[src/rtl/graph_call_unit.sv]
// Call initiator for a compiled dataflow graph: launches one call, collects the end token
// (or times out), returns it downstream, then holds the graph in reset before the next call.
`timescale 1ns/1ps
module graph_call_unit #(
   parameter int DW         = 32,
   parameter int TIMEOUT    = 1024,
   parameter int CLR_CYCLES = 2
) (
   input  logic          clk,
   input  logic          rst,
   input  logic          req_valid,
   output logic          req_ready,
   input  logic [DW-1:0] req_a,
   input  logic [DW-1:0] req_b,
   input  logic [DW-1:0] req_c,
   output logic          rsp_valid,
   input  logic          rsp_ready,
   output logic [DW-1:0] rsp_data,
   output logic          rsp_err,
   output logic          g_rst,
   output logic          g_start_in,
   output logic          g_start_valid,
   input  logic          g_start_ready,
   output logic [DW-1:0] g_a_din,
   output logic [DW-1:0] g_b_din,
   output logic [DW-1:0] g_c_din,
   input  logic [DW-1:0] g_end_out,
   input  logic          g_end_valid,
   output logic          g_end_ready
);
   localparam int WDW = $clog2(TIMEOUT);
   localparam int CW  = (CLR_CYCLES > 1) ? $clog2(CLR_CYCLES) : 1;
   localparam logic [WDW-1:0] WD_LAST  = WDW'(TIMEOUT - 1);
   localparam logic [CW-1:0]  CLR_LAST = CW'(CLR_CYCLES - 1);

   typedef enum logic [2:0] {S_CLEAR, S_IDLE, S_LAUNCH, S_WAIT, S_RESP} state_t;

   state_t         r_state;
   logic [CW-1:0]  r_clr_cnt;
   logic [WDW-1:0] r_wd;
   logic           r_req_ready, r_rsp_valid, r_rsp_err, r_g_rst, r_start, r_end_ready;
   logic [DW-1:0]  r_rsp_data, r_a, r_b, r_c;

   always_ff @(posedge clk) begin
      if (!rst) begin
         r_state     <= S_CLEAR;
         r_clr_cnt   <= '0;
         r_wd        <= '0;
         r_req_ready <= 1'b0;
         r_rsp_valid <= 1'b0;
         r_rsp_err   <= 1'b0;
         r_rsp_data  <= '0;
         r_g_rst     <= 1'b1;
         r_start     <= 1'b0;
         r_end_ready <= 1'b0;
         r_a         <= '0;
         r_b         <= '0;
         r_c         <= '0;
      end else begin
         case (r_state)
            S_CLEAR: begin
               if (r_clr_cnt == CLR_LAST) begin
                  r_clr_cnt   <= '0;
                  r_g_rst     <= 1'b0;
                  r_req_ready <= 1'b1;
                  r_state     <= S_IDLE;
               end else begin
                  r_clr_cnt <= r_clr_cnt + 1'b1;
               end
            end
            S_IDLE: begin
               if (req_valid) begin
                  r_a         <= req_a;
                  r_b         <= req_b;
                  r_c         <= req_c;
                  r_wd        <= '0;
                  r_req_ready <= 1'b0;
                  r_start     <= 1'b1;
                  r_state     <= S_LAUNCH;
               end
            end
            S_LAUNCH: begin
               if (g_start_ready) begin
                  r_start     <= 1'b0;
                  r_end_ready <= 1'b1;
                  r_state     <= S_WAIT;
               end
            end
            S_WAIT: begin
               // A token on the final watchdog cycle still wins over the timeout.
               if (g_end_valid) begin
                  r_rsp_data  <= g_end_out;
                  r_rsp_err   <= 1'b0;
                  r_end_ready <= 1'b0;
                  r_rsp_valid <= 1'b1;
                  r_state     <= S_RESP;
               end else if (r_wd == WD_LAST) begin
                  r_rsp_data  <= '0;
                  r_rsp_err   <= 1'b1;
                  r_end_ready <= 1'b0;
                  r_rsp_valid <= 1'b1;
                  r_state     <= S_RESP;
               end else begin
                  r_wd <= r_wd + 1'b1;
               end
            end
            S_RESP: begin
               if (rsp_ready) begin
                  r_rsp_valid <= 1'b0;
                  r_rsp_data  <= '0;
                  r_rsp_err   <= 1'b0;
                  r_a         <= '0;
                  r_b         <= '0;
                  r_c         <= '0;
                  r_g_rst     <= 1'b1;
                  r_clr_cnt   <= '0;
                  r_state     <= S_CLEAR;
               end
            end
            default: begin
               r_g_rst   <= 1'b1;
               r_clr_cnt <= '0;
               r_state   <= S_CLEAR;
            end
         endcase
      end
   end

   assign req_ready     = r_req_ready;
   assign rsp_valid     = r_rsp_valid;
   assign rsp_data      = r_rsp_data;
   assign rsp_err       = r_rsp_err;
   assign g_rst         = r_g_rst;
   assign g_start_in    = r_start;
   assign g_start_valid = r_start;
   assign g_a_din       = r_a;
   assign g_b_din       = r_b;
   assign g_c_din       = r_c;
   assign g_end_ready   = r_end_ready;
endmodule

[config.mk]
export PLATFORM = sky130hd
export DESIGN_NAME = graph_call_unit
export DESIGN_NICKNAME = d
export VERILOG_FILES = /design/src/rtl/graph_call_unit.sv
export SDC_FILE = /design/constraint.sdc
export NUM_CORES = 1
export LEC_CHECK = 0
export ABC_AREA = 0
export CAP_MARGIN = 10
export CORE_MARGIN = 3
export CORE_UTILIZATION = 35
export DETAILED_ROUTE_END_ITERATION = 10
export GPL_ROUTABILITY_DRIVEN = 0
export GPL_TIMING_DRIVEN = 0
export PLACE_DENSITY = 0.82
export SLEW_MARGIN = 20
export SYNTH_ARGS = -nofsm -noshare
export SYNTH_HDL_FRONTEND = slang
export SYNTH_SLANG_ARGS = --single-unit
[constraint.sdc]
create_clock -name clk -period 4.5 [get_ports clk]
set_input_delay 0.9 -clock clk [delete_from_list [all_inputs] [get_ports clk]]
set_output_delay 0.9 -clock clk [all_outputs]
set_load 0.05 [all_outputs]
# ---- After elaboration in Yosys (flattened, before gate mapping)
# Cells that the tools add are included.
dict set report op_classes {
  n_bitwise 1
  n_eq_ne 12
  n_reduce_logical 17
  muxes 42
  add_sub_neg 2
}
# operator n
set ops {}
lappend ops {{one-hot mux 32 bit (2 select lines)} 4}
lappend ops {{2-to-1 mux 32 bit} 6}
lappend ops {{2-to-1 mux 10 bit} 3}
lappend ops {{one-hot mux 10 bit (2 select lines)} 1}
lappend ops {{2-to-1 mux 3 bit} 6}
lappend ops {{AND reduction 3 bit} 6}
lappend ops {{one-hot mux 3 bit (5 select lines)} 1}
lappend ops {{2-to-1 mux 1 bit} 14}
lappend ops {{!= test 2 bit, second input constant} 6}
lappend ops {{nonzero test 2 bit} 6}
lappend ops {{adder 10 x 1 -> 10 bit, second input constant} 1}
lappend ops {{equality test 10 bit, second input constant} 1}
lappend ops {{one-hot mux 1 bit (2 select lines)} 5}
lappend ops {{equality test 3 x 2 -> 1 bit, second input constant} 2}
lappend ops {{one-hot mux 1 bit (3 select lines)} 2}
lappend ops {{AND reduction 5 bit} 1}
lappend ops {{AND reduction 4 bit} 1}
lappend ops {{equality test 3 x 1 -> 1 bit, second input constant} 1}
lappend ops {{equality test 3 bit, second input constant} 1}
lappend ops {{logical NOT 3 bit} 1}
lappend ops {{!= test 3 bit, second input constant} 1}
lappend ops {{OR reduction 3 bit} 1}
lappend ops {{AND reduction 2 bit} 1}
lappend ops {{adder 1 bit, second input constant} 1}
lappend ops {{NOT 1 bit} 1}
dict set report totals {
  inputBits 134
  reg_bits 148
  output_inout_bits 135
}

# ---- Longest topological paths before layout
# Gate-level depths: netlist of the first run.
dict set report logic_depth {
  ltp_word 4
  depth_mapped 8
  ltp_nobuf 5
}

# ---- Worst setup path after synthesis of the first run
# No wires, ideal clock.
dict set report synth_timing {
  path_kind {input -> register}
  from {input g_end_valid}
  to {register r_wd[3]}
  setup_time_ns 0.131
  path_stages 6
  t_required_ns 4.369
  path_buffers 2
  t_arrival_ns 1.866
  setup_slack_ns 2.503
  path_cell_list {and4b_1 clkbuf_1 o21bai_1 buf_2 o311ai_1 o41ai_1}
}
dict set report synth_via {
  elab_chain_cells 2
}
# element line_no
set synth_rtl {}
lappend synth_rtl {{start, declared} 28} ;# input logic g_end_valid,
lappend synth_rtl {{!= test 2 bit (no source line)} -}
lappend synth_rtl {{AND reduction 4 bit (no source line)} -}
lappend synth_rtl {{end signal, assigned} 104} ;# r_wd <= r_wd + 1'b1;
lappend synth_rtl {{end, declared} 40} ;# logic [WDW-1:0] r_wd;
# No other way between the ends.
# A chain may end at the register's enable or synchronous reset.

# ---- Worst setup path after layout of the first run
dict set report layout_timing {
  from {register r_start (netlist: g_start_in)}
  to {output g_start_valid}
}
# element line_no
set layout_rtl {}
lappend layout_rtl {{start, declared} 41} ;# logic r_req_ready, r_rsp_valid, r_rsp_err, r_g_rst, r_start, r_end_ready;
lappend layout_rtl {{start signal, assigned} 54} ;# r_start <= 1'b0;
lappend layout_rtl {{start signal, assigned} 78} ;# r_start <= 1'b1;
lappend layout_rtl {{start signal, assigned} 84} ;# r_start <= 1'b0;
lappend layout_rtl {{end, declared} 22} ;# output logic g_start_valid,
# No word-level cell between the ends.

==> flow_summary.yaml, run 1 <==
clocking:
  clk_pin_slew_ps: 60
  cts_htree_levels: 4
  cts_tree: "yes"
  cts_sinks: 148
  cts_resized: 0
  cts-root-buf: "clkbuf_16"
  clkLatencyLatePin_ps: 410
  cts_setup_buffers: 0
  ctsHoldBuffers: 0
  cts_buffers: 17
  cts_buffer_depth: 2
placed_design:
  pre_cts_slack_ps: 1578
  detailed_place_hpwl_um: 14400
  io_buffers: 268
  dp.cells: 1181
floorplanning:
  num_io_pins: 269
  rows: 46
  die_x_um: 134.9
  dieArea_sq_mm: 0.01819
  die_h_um: 134.9
  core_sq_mm: 0.01606
  floorplan.initialDensity_pct: 36.19
timing:
  max_slew_margin_pct: 52.37
  skew_ps: 5.690
  setup_slack_ps: 1879
  slew_viol_final: 0
  setup_violations: 0
  min_period_ps: 2621
  fmax_mhz: 381.6
  rsz0062_at_grt: "no"
  finalSetupTns_ps: 0
  tightestPinTransition_ps: 714.5
  finalHoldViolations: 0
  finalCritPeriodShare_pct: 58.24
route:
  avgViaCountPerCell: 5.061
  routed_wl_um: 19500
  firstDrtPassIters: 4
  drtIter0Drc: 285
  drc: 0
  ant_nets: 0
  routed_wire_length_per_instance_um: 16.07
  vias: 6139
critical_path:
  path_cells: "buf_4 > clkdlybuf4s50_1"
  path_buf_inv: 2
  cp_data_required_time_ps: 3600
  cpPeakStageDelay_ps: 790
  crit_fanout: 3
  cp.arrival_ps: 1720
  worst_setup_path_end_kind: "output pin"
  crit_family: "buffers and inverters"
  start_kind: "flip-flop"
  crit_type: "flip-flop to output pin"
  slowest_stage: "clkdlybuf4s50_1"
synthesis:
  synthTopCellsByArea: "dfxtp_1 51%, a21oi_1 12%, nand2_1 8.8%, nand3_1 8.5%, o211ai_1 4.1%"
  ys_warn_count: 0
  netlist-cell-type-count: 46
  synth-seq-cells: 148
  syn-cell-area_sq_mm: 0.005812
  syn_inst: 697
  synth_area_leader_cell: "dfxtp_1"
  synth_ff_type: "dfxtp_1"
  yosysTopAreaCellShare_pct: 50.98
  syn_area_per_cell_sq_um: 8.338
  synth-edff-count: 0
  async_flop_share_pct: 0
  yosysSeqAreaShare_pct: 50.98
  syn_nets: 832
finish:
  final_nets: 1119
  final_util_pct: 58.24
  layout-drive-gt1-share_pct: 7.222
  multiInputGateArea_sq_mm: 0.002492
  fillCellCount: 1394
  seq_area_sq_mm: 0.002963
  instances_no_fill: 1213
  syn_to_final_growth_pct: 60.93
  n_antenna_cell: 0
global_route:
  grt_pass1_wl_um: 30190
  grt_overflow: 0
  antenna_found_initial: 0
  grt_pass1_vias: 6044
  grt_usage_pct: 20.65
  grt_max_degree: 17
power:
  finalPower_w: 0.003631
  p_leak_nw: 3.164
  power_density_mw_per_mm2: 388.3
  ir_drop_uv: 242.4
flow_run:
  cap_violations: 0
hold_path:
  worstHoldPathType: "flip-flop to flip-flop"
run_status:
  status: "complete, no violations"
-- Yosys cell counts (2+ instances only) --
cell        n
dfxtp_1   148
a21oi_1   139
nand2_1   136
nand3_1    99
o211ai_1   32
clkbuf_1   28
buf_2      23
buf_4       8
nor2_1      7
nor3_1      6
buf_1       5
o311ai_1    5
o41ai_1     5
and2_1      4
buf_6       4
o21ai_0     4
o31ai_1     4
mux2i_1     3
nand3b_1    3
nor3b_1     3
a31oi_1     2
and4_1      2
and4b_1     2
nand4b_1    2
o21bai_1    2
-- where the power goes --
part | internal [W] | leakage (nW) | total, W | switching (W)
clock network | 0.000848 | 0.280 | 0.00140 | 0.000552
registers | 0.00139 | 1.20 | 0.00143 | 0.0000429
logic | 0.000314 | 1.69 | 0.000802 | 0.000487
-- worst min-delay path, stage by stage (launching register included) --
cell and delay (ps):
dfxtp_1 310, nand2_1 50, a21oi_1 50
-- stage by stage --
step	hold WS (ps)	cell area [sq um]
2_1_floorplan	433.9	5812
3_3_place_gp	436.7	8765
3_5_place_dp	443.7	8765
4_1_cts	450.9	9353
5_1_grt	462.2	9353
6_report	448.8	9353
-- cell usage in the layout (no fill, tap or decap), types with 4 or more instances in the layout --
cell type,Yosys,layout
and2_1,4,4
buf_4,8,8
buf_6,4,4
o41ai_1,5,5
buf_2,23,23
o311ai_1,5,5
o211ai_1,32,32
nor3_1,6,6
nand2_1,136,136
o21ai_0,4,4
nor2_1,7,7
dfxtp_1,148,148
o31ai_1,4,4
buf_1,5,5
nand3_1,99,99
clkbuf_1,28,30
clkbuf_16,0,17
clkdlybuf4s50_1,0,268
a21oi_1,139,139
-- area by class of cell --
type | count | area share, %
buffer | 69 | 3.732
clock buffer | 21 | 4.923
clock inverter | 11 | 1.365
inverter | 2 | 0.08027
multi-input combinational | 478 | 26.65
sequential | 148 | 31.68
tap | 216 | 2.890
timing repair buffer | 268 | 28.68
-- sequential cells by signal, summed over array words and instances, names as in the netlist, 3 cells and up --
register and count:
g_a_din 32, g_b_din 32, g_c_din 32, r_state 3
r_wd 10, rsp_data 32
-- routing by layer --
metal  GRT usage, %  wire length [um]  up-vias
met5              0                 0        -
met4          7.070               376        0
met3          7.042              1630       33
met2          35.27              9475      248
met1          24.23              8015     2822
li1               -                 -     3036
-- kinds of logic (layout without fill, tap and decap cells) --
family | after synthesis | count (layout) | synth area share, %
buffers and inverters | 71 | 371 | 6.135
adder cells (fa/ha/maj) | 1 | 1 | 0.2153
multiplexers | 3 | 3 | 0.5167
AO/OA/AOI/OAI | 200 | 200 | 20.32
AND/OR/NAND/NOR | 274 | 274 | 21.83
flip-flops | 148 | 148 | 50.98
-- worst paths after layout --
| kind | start | endpoint | slack, ps | cells after the start |
|---|---|---|---|---|
| worst max-delay path | g_start_in | g_start_valid | 1880 | 2 |
| worst min-delay path | g_b_din[1] | g_b_din[1] | 450 | 2 |
| worst max register to register | r_state[1] | g_a_din[1] | 2620 | 7 |
| worst min register to register | g_b_din[1] | g_b_din[1] | 450 | 2 |
Note: power is estimated with default switching activity, not from simulation.
==> run 2: changes to the inputs <==
Clock period 4.5 ns to 2.5 ns, I/O delays scaled along.
==> results of run 2 <==
Same layout as run 1 (identical final DEF). Status: complete, no violations.
Main changes from that run: setup slack after placement 1578 ps -> -22.07 ps; setup slack after layout 1879 ps -> 279.3 ps; register-to-register setup slack 2620 ps -> 620 ps; total power 0.003631 W -> 0.006536 W; worst IR drop on VDD 242.4 uV -> 436.4 uV
==> run 3: changes to the inputs <==
Settings changed: CAP_MARGIN 10 to 20, SLEW_MARGIN 20 to unset.
==> results of run 3 <==
Same layout as run 1 (identical final DEF). Status: complete, no violations.
Main changes from that run: setup slack after placement 1578 ps -> -22.07 ps; setup slack after layout 1879 ps -> 279.3 ps; register-to-register setup slack 2620 ps -> 620 ps; total power 0.003631 W -> 0.006536 W; worst IR drop on VDD 242.4 uV -> 436.4 uV
